[src/rtl/id_ex_stage.sv]
`timescale 1ns/1ps
// ID/EX pipeline register with load-use / RAW hazard detection and a saturating bubble counter.
// Optional MEM/WB operand forwarding is enabled by defining ID_EX_FORWARDING_EN.
module id_ex_stage (
    input  logic        clk,
    input  logic        rst_i,

    input  logic        id_valid_i,
    input  logic [31:0] id_pc_i,
    input  logic [31:0] id_rs1_data_i,
    input  logic [31:0] id_rs2_data_i,
    input  logic [31:0] id_imm_i,
    input  logic [4:0]  id_rs1_i,
    input  logic [4:0]  id_rs2_i,
    input  logic [4:0]  id_rd_i,
    input  logic        id_uses_rs1_i,
    input  logic        id_uses_rs2_i,
    input  logic [15:0] id_ctrl_i,

    input  logic        flush_i,
    input  logic        ex_stall_i,

    input  logic [4:0]  mem_rd_i,
    input  logic        mem_reg_write_i,
    input  logic [31:0] mem_result_i,
    input  logic [4:0]  wb_rd_i,
    input  logic        wb_reg_write_i,
    input  logic [31:0] wb_result_i,

    output logic        id_ready_o,
    output logic        ex_valid_o,
    output logic [31:0] ex_pc_o,
    output logic [31:0] ex_rs1_data_o,
    output logic [31:0] ex_rs2_data_o,
    output logic [31:0] ex_imm_o,
    output logic [4:0]  ex_rd_o,
    output logic [15:0] ex_ctrl_o,
    output logic        hazard_stall_o,
    output logic [15:0] bubble_cnt_o
);

    logic        r_ex_valid;
    logic [31:0] r_ex_pc;
    logic [31:0] r_ex_rs1_data;
    logic [31:0] r_ex_rs2_data;
    logic [31:0] r_ex_imm;
    logic [4:0]  r_ex_rd;
    logic [15:0] r_ex_ctrl;
    logic [15:0] r_bubble_cnt;

    logic        w_dep_ex;
    logic        w_load_use;
    logic        w_hazard;
    logic        w_advance;
    logic        w_capture;
    logic        w_hz_bubble;
    logic [31:0] w_rs1_data;
    logic [31:0] w_rs2_data;

    // x0 is never a dependency: a zero rd can never match.
    function automatic logic src_dep(input logic uses, input logic [4:0] rs, input logic [4:0] rd);
        return uses && (rd != 5'd0) && (rs == rd);
    endfunction

    assign w_dep_ex   = src_dep(id_uses_rs1_i, id_rs1_i, r_ex_rd)
                      | src_dep(id_uses_rs2_i, id_rs2_i, r_ex_rd);
    assign w_load_use = id_valid_i & r_ex_valid & r_ex_ctrl[1] & w_dep_ex;

`ifdef ID_EX_FORWARDING_EN
    function automatic logic [31:0] fwd(
        input logic [4:0]  rs,
        input logic [31:0] rf_data,
        input logic        mem_we,
        input logic [4:0]  mem_rd,
        input logic [31:0] mem_res,
        input logic        wb_we,
        input logic [4:0]  wb_rd,
        input logic [31:0] wb_res
    );
        logic [31:0] v;
        v = rf_data;
        if (rs != 5'd0 && mem_we && mem_rd == rs)
            v = mem_res;
        else if (rs != 5'd0 && wb_we && wb_rd == rs)
            v = wb_res;
        return v;
    endfunction

    assign w_hazard   = w_load_use;
    assign w_rs1_data = fwd(id_rs1_i, id_rs1_data_i, mem_reg_write_i, mem_rd_i, mem_result_i,
                            wb_reg_write_i, wb_rd_i, wb_result_i);
    assign w_rs2_data = fwd(id_rs2_i, id_rs2_data_i, mem_reg_write_i, mem_rd_i, mem_result_i,
                            wb_reg_write_i, wb_rd_i, wb_result_i);
`else
    logic w_raw_ex;
    logic w_raw_mem;
    logic w_unused_bypass;

    // Without bypassing, any in-flight producer in EX or MEM must drain first.
    assign w_raw_ex   = id_valid_i & r_ex_valid & r_ex_ctrl[0] & w_dep_ex;
    assign w_raw_mem  = id_valid_i & mem_reg_write_i
                      & (src_dep(id_uses_rs1_i, id_rs1_i, mem_rd_i)
                       | src_dep(id_uses_rs2_i, id_rs2_i, mem_rd_i));
    assign w_hazard   = w_load_use | w_raw_ex | w_raw_mem;
    assign w_rs1_data = id_rs1_data_i;
    assign w_rs2_data = id_rs2_data_i;
    assign w_unused_bypass = ^{mem_result_i, wb_rd_i, wb_reg_write_i, wb_result_i};
`endif

    assign w_advance   = ~flush_i & ~ex_stall_i;
    assign w_hz_bubble = w_advance & w_hazard;
    assign w_capture   = w_advance & ~w_hazard & id_valid_i;

    assign hazard_stall_o = w_hazard & ~rst_i;
    assign id_ready_o     = ~(rst_i | flush_i | ex_stall_i | w_hazard);

    always_ff @(posedge clk or posedge rst_i) begin
        if (rst_i) begin
            r_ex_valid    <= 1'b0;
            r_ex_pc       <= '0;
            r_ex_rs1_data <= '0;
            r_ex_rs2_data <= '0;
            r_ex_imm      <= '0;
            r_ex_rd       <= '0;
            r_ex_ctrl     <= '0;
        end else if (flush_i) begin
            r_ex_valid <= 1'b0;
            r_ex_ctrl  <= '0;
        end else if (!ex_stall_i) begin
            if (w_capture) begin
                r_ex_valid    <= 1'b1;
                r_ex_pc       <= id_pc_i;
                r_ex_rs1_data <= w_rs1_data;
                r_ex_rs2_data <= w_rs2_data;
                r_ex_imm      <= id_imm_i;
                r_ex_rd       <= id_rd_i;
                r_ex_ctrl     <= id_ctrl_i;
            end else begin
                r_ex_valid <= 1'b0;
                r_ex_ctrl  <= '0;
            end
        end
    end

    always_ff @(posedge clk or posedge rst_i) begin
        if (rst_i)
            r_bubble_cnt <= '0;
        else if (w_hz_bubble && r_bubble_cnt != '1)
            r_bubble_cnt <= r_bubble_cnt + 16'd1;
    end

    assign ex_valid_o    = r_ex_valid;
    assign ex_pc_o       = r_ex_pc;
    assign ex_rs1_data_o = r_ex_rs1_data;
    assign ex_rs2_data_o = r_ex_rs2_data;
    assign ex_imm_o      = r_ex_imm;
    assign ex_rd_o       = r_ex_rd;
    assign ex_ctrl_o     = r_ex_ctrl;
    assign bubble_cnt_o  = r_bubble_cnt;

endmodule

[config.mk]
export PLATFORM = sky130hd
export DESIGN_NAME = id_ex_stage
export DESIGN_NICKNAME = d
export VERILOG_FILES = /design/src/rtl/id_ex_stage.sv
export SDC_FILE = /design/constraint.sdc
export NUM_CORES = 1
export LEC_CHECK = 0
export ABC_AREA = 1
export BUFFER_PORTS_ARGS = -buffer_cell sky130_fd_sc_hd__buf_4
export CELL_PAD_IN_SITES_DETAIL_PLACEMENT = 1
export CELL_PAD_IN_SITES_GLOBAL_PLACEMENT = 2
export CORE_MARGIN = 2
export CORE_UTILIZATION = 24
export DETAILED_ROUTE_END_ITERATION = 12
export PLACE_DENSITY = 0.9
export REMOVE_ABC_BUFFERS = 1
export SYNTH_ARGS = -nofsm -noshare
export SYNTH_HDL_FRONTEND = slang
export SYNTH_SLANG_ARGS = --single-unit
[constraint.sdc]
create_clock -name clk -period 5.8 [get_ports clk]
set_input_delay 0.87 -clock clk [delete_from_list [all_inputs] [get_ports clk]]
set_output_delay 0.87 -clock clk [all_outputs]
set_load 0.05 [all_outputs]
==> impl_metrics.tcl, run 1 <==
set metrics [dict create \
    yosysWarnings 0 \
    power_density_nw_per_um2 363 \
    final_util_pct 35.6 \
    cts_root_buffer "clkbuf_16" \
    worst-path-buf-inv 3 \
    coreArea_um2 30500 \
    synth_area_um2 7430 \
    clock_skew_ps 9.65 \
    numPortBuffers 339 \
    reg2reg_to "ex_rs2_data_o[6]" \
    post_synth.cell_area_avg_um2 8.26 \
    rows 64 \
    cts.sinks 166 \
    hold_depth 2 \
    grt_pass1_vias 7937 \
    fmax_mhz 301 \
    setup_ws_ps 2480 \
    worstHoldEndpoint "ex_ctrl_o[9]" \
    wl_per_cell_um 17.2 \
    path_delay_family "buffers and inverters" \
    min_period_over_period_pct 57.2 \
    wirelength_mm 27.9 \
    antenna_found_initial 1 \
    drv_slew 0 \
    post_cts_buffers 0 \
    rrSetupSlack_ps 2680 \
    die_area_um2 32400 \
    fp.dieW_um 180 \
    synth-simple-area-share_pct 36.1 \
    fin_crit_ps 3320 \
    drc_errors 0 \
    cts.hold.buffers_added 0 \
    hold_path_class "reg -> reg" \
    hpwl_mm 19.5 \
    ys_ff_latch 166 \
    avgViaCountPerCell 4.53 \
    area_delta_synth_final_pct 46.2 \
    synth_xor_area_share_pct 1.06 \
    die_h_um 180 \
    synthAdderAreaFrac_pct 0.168 \
    cts_tree "done" \
    worstSetupPathType "in -> out" \
    cts_max_level 4 \
    crit_required_ps 4930 \
    ys_seq_area_share_pct 55.9 \
    fill_cells 3663 \
    cts-buffers-inserted 17 \
    final_cell_mix "nand2_1, buf_4, nand3_1" \
    initial_core_util_pct 24.3 \
    drive_above_1_share_pct 32.0 \
    routabilityCongestion 0.789 \
    cp-start-kind "primary input" \
    worstPathArrival_ps 2450 \
    cp_cell_sequence "buf_4 > o21a_1 > nand3_1 > inv_2 > nand2_4 > nand2_4 > nor3_1 > buf_4" \
    grt.overflow.total 0 \
    insertion_delay_ps 430 \
    vias 7344 \
    rr_worst_depth 11 \
    clkSlewWorstSetupHoldPaths_ps 60 \
    grt_max_degree 111 \
    r2r_start "ex_rd_o[0]" \
    rsz0062_at_grt "false" \
    fin_area_um2 10900 \
    cts_resized 0 \
    status "completed" \
    antenna_left 0 \
    cap_violations 0 \
    preCtsSetupSlack_ps 2130 \
    cts_buffer_depth 2 \
    tightest_slew_ps 1170 \
    layout.nets 1454 \
    synth_compound_area_share_pct 0.455 \
    drt_pass1_iterations 4 \
    worst-path-max-fanout 54 \
    drtIter0Drc 425 \
    grt_pass1_wl_mm 44.4 \
    ioPinCount 410 \
    crit_slowest_cell "buf_4" \
    cpPeakStageDelay_ps 510 \
    final_common_cell "nand2_1" \
    grtUsageTotal_pct 17.2 \
    relSlewSlack_pct 22.1 \
    synth_cell_types 27 \
    whs_ps 481 \
    peakVddDrop_mv 0.194 \
    hp-start "ex_ctrl_o[9]" \
    placed_area_um2 10200 \
    fin_setup_tns_ps 0 \
    setup_viol 0 \
    p_leak_uw 0.00599 \
    final_hold_viol_count 0 \
    synthCells 899 \
    end_kind "output port" \
    synth_top_family_by_area "simple AND/OR/NAND/NOR gates" \
    synthMuxAreaShare_pct 0 \
]
-- worst max path at each step --
stage               startpoint               to  slack (ps)  depth (start not counted)
global route        id_valid_i      ex_pc_o[20]        2290                          9
finish              id_valid_i       id_ready_o        2480                          8
detailed placement  id_valid_i     ex_imm_o[20]        2130                          9
global placement    id_valid_i     ex_imm_o[12]        2080                          9
CTS                 id_valid_i       id_ready_o        2450                          8
floorplan                rst_i  bubble_cnt_o[0]         440                          1
-- cells in the mapped netlist --
master / count / share of area, %
inv_1: 30 / 1.5
ha_1: 1 / 0.17
buf_6: 14 / 2.1
nand4_1: 17 / 1.4
nor2_8: 1 / 0.27
inv_2: 5 / 0.25
xor2_1: 6 / 0.71
a21oi_2: 1 / 0.12
buf_1: 9 / 0.45
dfrtp_1: 166 / 56
o21ai_1: 1 / 0.067
a21oi_1: 1 / 0.067
nand2_2: 1 / 0.084
nor2_1: 27 / 1.4
nor3_1: 8 / 0.54
buf_2: 14 / 0.94
nor2_2: 1 / 0.084
o21a_1: 1 / 0.10
nand2_4: 2 / 0.30
xnor2_1: 3 / 0.35
nand4_4: 1 / 0.29
buf_4: 1 / 0.10
nand2_1: 405 / 20
a21boi_0: 1 / 0.10
buf_8: 1 / 0.20
nand3_1: 167 / 11
clkbuf_1: 14 / 0.71
-- power by group --
group	internal [µW]	total [µW]	leakage (µW)	switching, µW
combinational	368	1240	0.00356	875
clock	715	1280	0.000317	562
sequential	1320	1420	0.00211	102
total	2400	3940	0.00599	1540
-- cell families after synthesis --
logic type,count (synthesis)
simple gates,630
flops,166
buf+inv,88
xor+xnor,9
compound gates,5
fa+ha+maj,1
-- registers in the layout, summed over array words and instances (netlist names) --
name           flops
ex_rs1_data_o     32
ex_pc_o           32
ex_valid_o         1
ex_ctrl_o         16
ex_rs2_data_o     32
ex_imm_o          32
ex_rd_o            5
bubble_cnt_o      16
-- worst register-to-register path, stage by stage (launching register included) --
cell and delay [ps]:
dfrtp_1 430, inv_1 150, nand2_1 80, nand2_1 90
nor2_1 50, nand3_1 80, nand2_1 90, nand2_4 110
nand4_4 820, buf_4 750, nand2_1 290, nand2_1 70
-- per-stage QoR --
stage | instances | total power (µW)
floorplan | 846 | 2190
global placement | 1588 | 2670
detailed placement | 1588 | 2690
CTS | 1620 | 4000
global route | 1621 | 4120
finish | 1621 | 3940
-- layer usage --
layer / global-route usage, % / part of all wire [%] / vias up
li1: - / - / 3489
met5: 0 / 0 / -
met1: 20.6 / 41 / 3588
met2: 29.3 / 49 / 240
met3: 5.65 / 7.5 / 27
met4: 5.59 / 1.9 / 0
-- cell type report --
cell class | count | area (µm²) | share of cell area, %
tap | 396 | 495 | 4.56
clock buffer | 18 | 439 | 4.04
multi-input combinational | 645 | 2810 | 25.8
sequential | 166 | 4150 | 38.2
clock inverter | 14 | 204 | 1.88
inverter | 35 | 136 | 1.26
timing repair buffer | 346 | 2620 | 24.1
antenna | 1 | 2.50 | 0.0230
Note: power is estimated with default switching activity, not from simulation.
==> run 2, diff against run 1 <==
- ABC_AREA: 1 -> 0
- CORE_UTILIZATION: 24 -> 26
- PLACE_DENSITY: 0.9 -> 0.88
- clock period: 5.8 -> 3.4 ns (I/O delays scaled with it)
==> impl_metrics.tcl, run 2 <==
set metrics [dict create \
    status "completed" \
    cts_buffer_depth 2 \
    grt_max_degree 167 \
    worst-path-max-fanout 17 \
    yosys.area.top_type "dfrtp_1" \
    rr_worst_depth 7 \
    drc_errors 0 \
    worstSetupPathType "reg -> out" \
    drv_slew 0 \
    finalPower_uw 6830 \
    post_synth.cell_area_avg_um2 15.3 \
    clock_skew_ps 19.0 \
    peakVddDrop_mv 0.300 \
    final_cell_mix "buf_4, dfrtp_1, mux2_1" \
    die_area_um2 26900 \
    ys_seq_area_share_pct 62.5 \
    worstPathArrival_ps 2170 \
    rrSetupSlack_ps 1200 \
    hp-start "id_rs1_data_i[14]" \
    synth_ff_type "dfrtp_1" \
    cts_tree "done" \
    setup_viol 0 \
    yosysWarnings 0 \
    rsz0062_at_grt "false" \
    tightest_slew_ps 984 \
    die_h_um 164 \
    grt_pass1_wl_mm 30.7 \
    r2r_start "ex_rd_o[3]" \
    synth_most_common_cell "dfrtp_1" \
    antenna_left 0 \
    synth_area_um2 6650 \
    cts_max_level 4 \
    p_leak_uw 0.00489 \
    n_antenna_cell 0 \
    min_period_over_period_pct 78.7 \
    cts-buffers-inserted 17 \
    synth_area_leaders "dfrtp_1, mux2_1, mux2_2" \
    coreArea_um2 25100 \
    grt.overflow.total 0 \
    cts_resized 0 \
    synthTopCellsByCount "dfrtp_1, mux2_1, mux2_2, xnor2_1, a22o_1" \
    wl_per_cell_um 17.8 \
    ys_ff_latch 166 \
    post_cts_buffers 0 \
    drt_pass1_iterations 4 \
    clkSlewWorstSetupHoldPaths_ps 80 \
    avgViaCountPerCell 4.37 \
    final_common_cell "buf_4" \
    cts.hold.buffers_added 0 \
    reg2reg_to "ex_rs2_data_o[14]" \
    fin_setup_tns_ps 0 \
    antenna_found_initial 0 \
    hold_path_class "in -> reg" \
    crit_required_ps 2890 \
    insertion_delay_ps 420 \
    synthCells 435 \
    synth-async-reset-ratio_pct 100 \
    wirelength_mm 20.0 \
    cp-start-kind "flop" \
    cap_violations 0 \
    cts_root_buffer "clkbuf_16" \
    grtUsageTotal_pct 14.8 \
    numPortBuffers 339 \
    worstHoldEndpoint "ex_rs1_data_o[14]" \
    layout.nets 1022 \
    cts.sinks 166 \
    final_hold_viol_count 0 \
    hpwl_mm 14.9 \
    routabilityCongestion 0.809 \
    vias 4900 \
    initial_core_util_pct 26.5 \
    area_delta_synth_final_pct 52.9 \
    grt_pass1_vias 5417 \
    relSlewSlack_pct 34.1 \
    ioPinCount 410 \
    synth_edf_count 0 \
    drtIter0Drc 202 \
    fmax_mhz 374 \
    rows 58 \
    hold_depth 2 \
    power_density_nw_per_um2 672 \
    end_kind "output port" \
    fp.dieW_um 164 \
    synth_top_area_share_pct 62.5 \
    cp-startpoint "ex_rd_o[4]" \
    drive_above_1_share_pct 54.7 \
    synth_cell_types 35 \
    fin_crit_ps 2680 \
]
run 2: worst max-delay path, cell delays in order (launching register included):
cell and delay [ps]:
dfrtp_1 450, xnor2_1 210, nand4_1 120, o22ai_1 290, a22oi_4 120, buf_4 210
and3_1 180, buf_4 190
run 2: area by class of cell:
cell class	instances	area [µm²]
fillers	2718	14900
flip-flops and latches	166	4150
repair buffers	346	2640
multi-input cells	245	2310
clock buffers	17	425
well taps	330	413
clock inverters	15	211
inverters	3	16.3
run 2: logic make-up (layout without fill, tap and decap cells):
logic type | count (synthesis) | count (layout) | share of synthesized area [%]
fa+ha+maj | 1 | 1 | 0.188
buf+inv | 24 | 381 | 2.90
simple gates | 51 | 51 | 3.95
compound gates | 24 | 24 | 3.18
xor+xnor | 35 | 35 | 4.61
flops | 166 | 166 | 62.5
mux | 134 | 134 | 22.7
run 2: per-stage QoR:
| step | worst slack [ps] | hold WS [ps] | util (%) | instance area [µm²] | std cells |
|---|---|---|---|---|---|
| floorplan | -2350 | 645 | - | 6470 | 414 |
| detailed placement | 731 | 476 | 37.9 | 9530 | 1090 |
| finish | 724 | 296 | 40.5 | 10200 | 1122 |
| global placement | 741 | 468 | 37.9 | 9530 | 1090 |
| CTS | 696 | 274 | 40.5 | 10200 | 1122 |
| global route | 573 | 261 | 40.5 | 10200 | 1122 |
run 2: power by group:
part / switching [µW] / internal (µW)
logic: 1530 / 769
registers: 184 / 2290
clock network: 982 / 1080
run 2: layer usage:
layer  track usage, %  up-vias  routed length [µm]
met1             16.9     2462                7690
li1                 -     2229                   -
met5                0        -                   0
met4             3.75        0                 241
met3             6.19       14                1890
met2             25.7      195               10200
run 2: how the worst max path moves through the flow:
stage,end,slack [ps],depth (start not counted)
global route,id_ready_o,570,7
floorplan,ex_imm_o[31],-2350,5
detailed placement,ex_rs1_data_o[17],730,7
CTS,id_ready_o,700,7
global placement,ex_pc_o[18],740,7
finish,id_ready_o,720,7
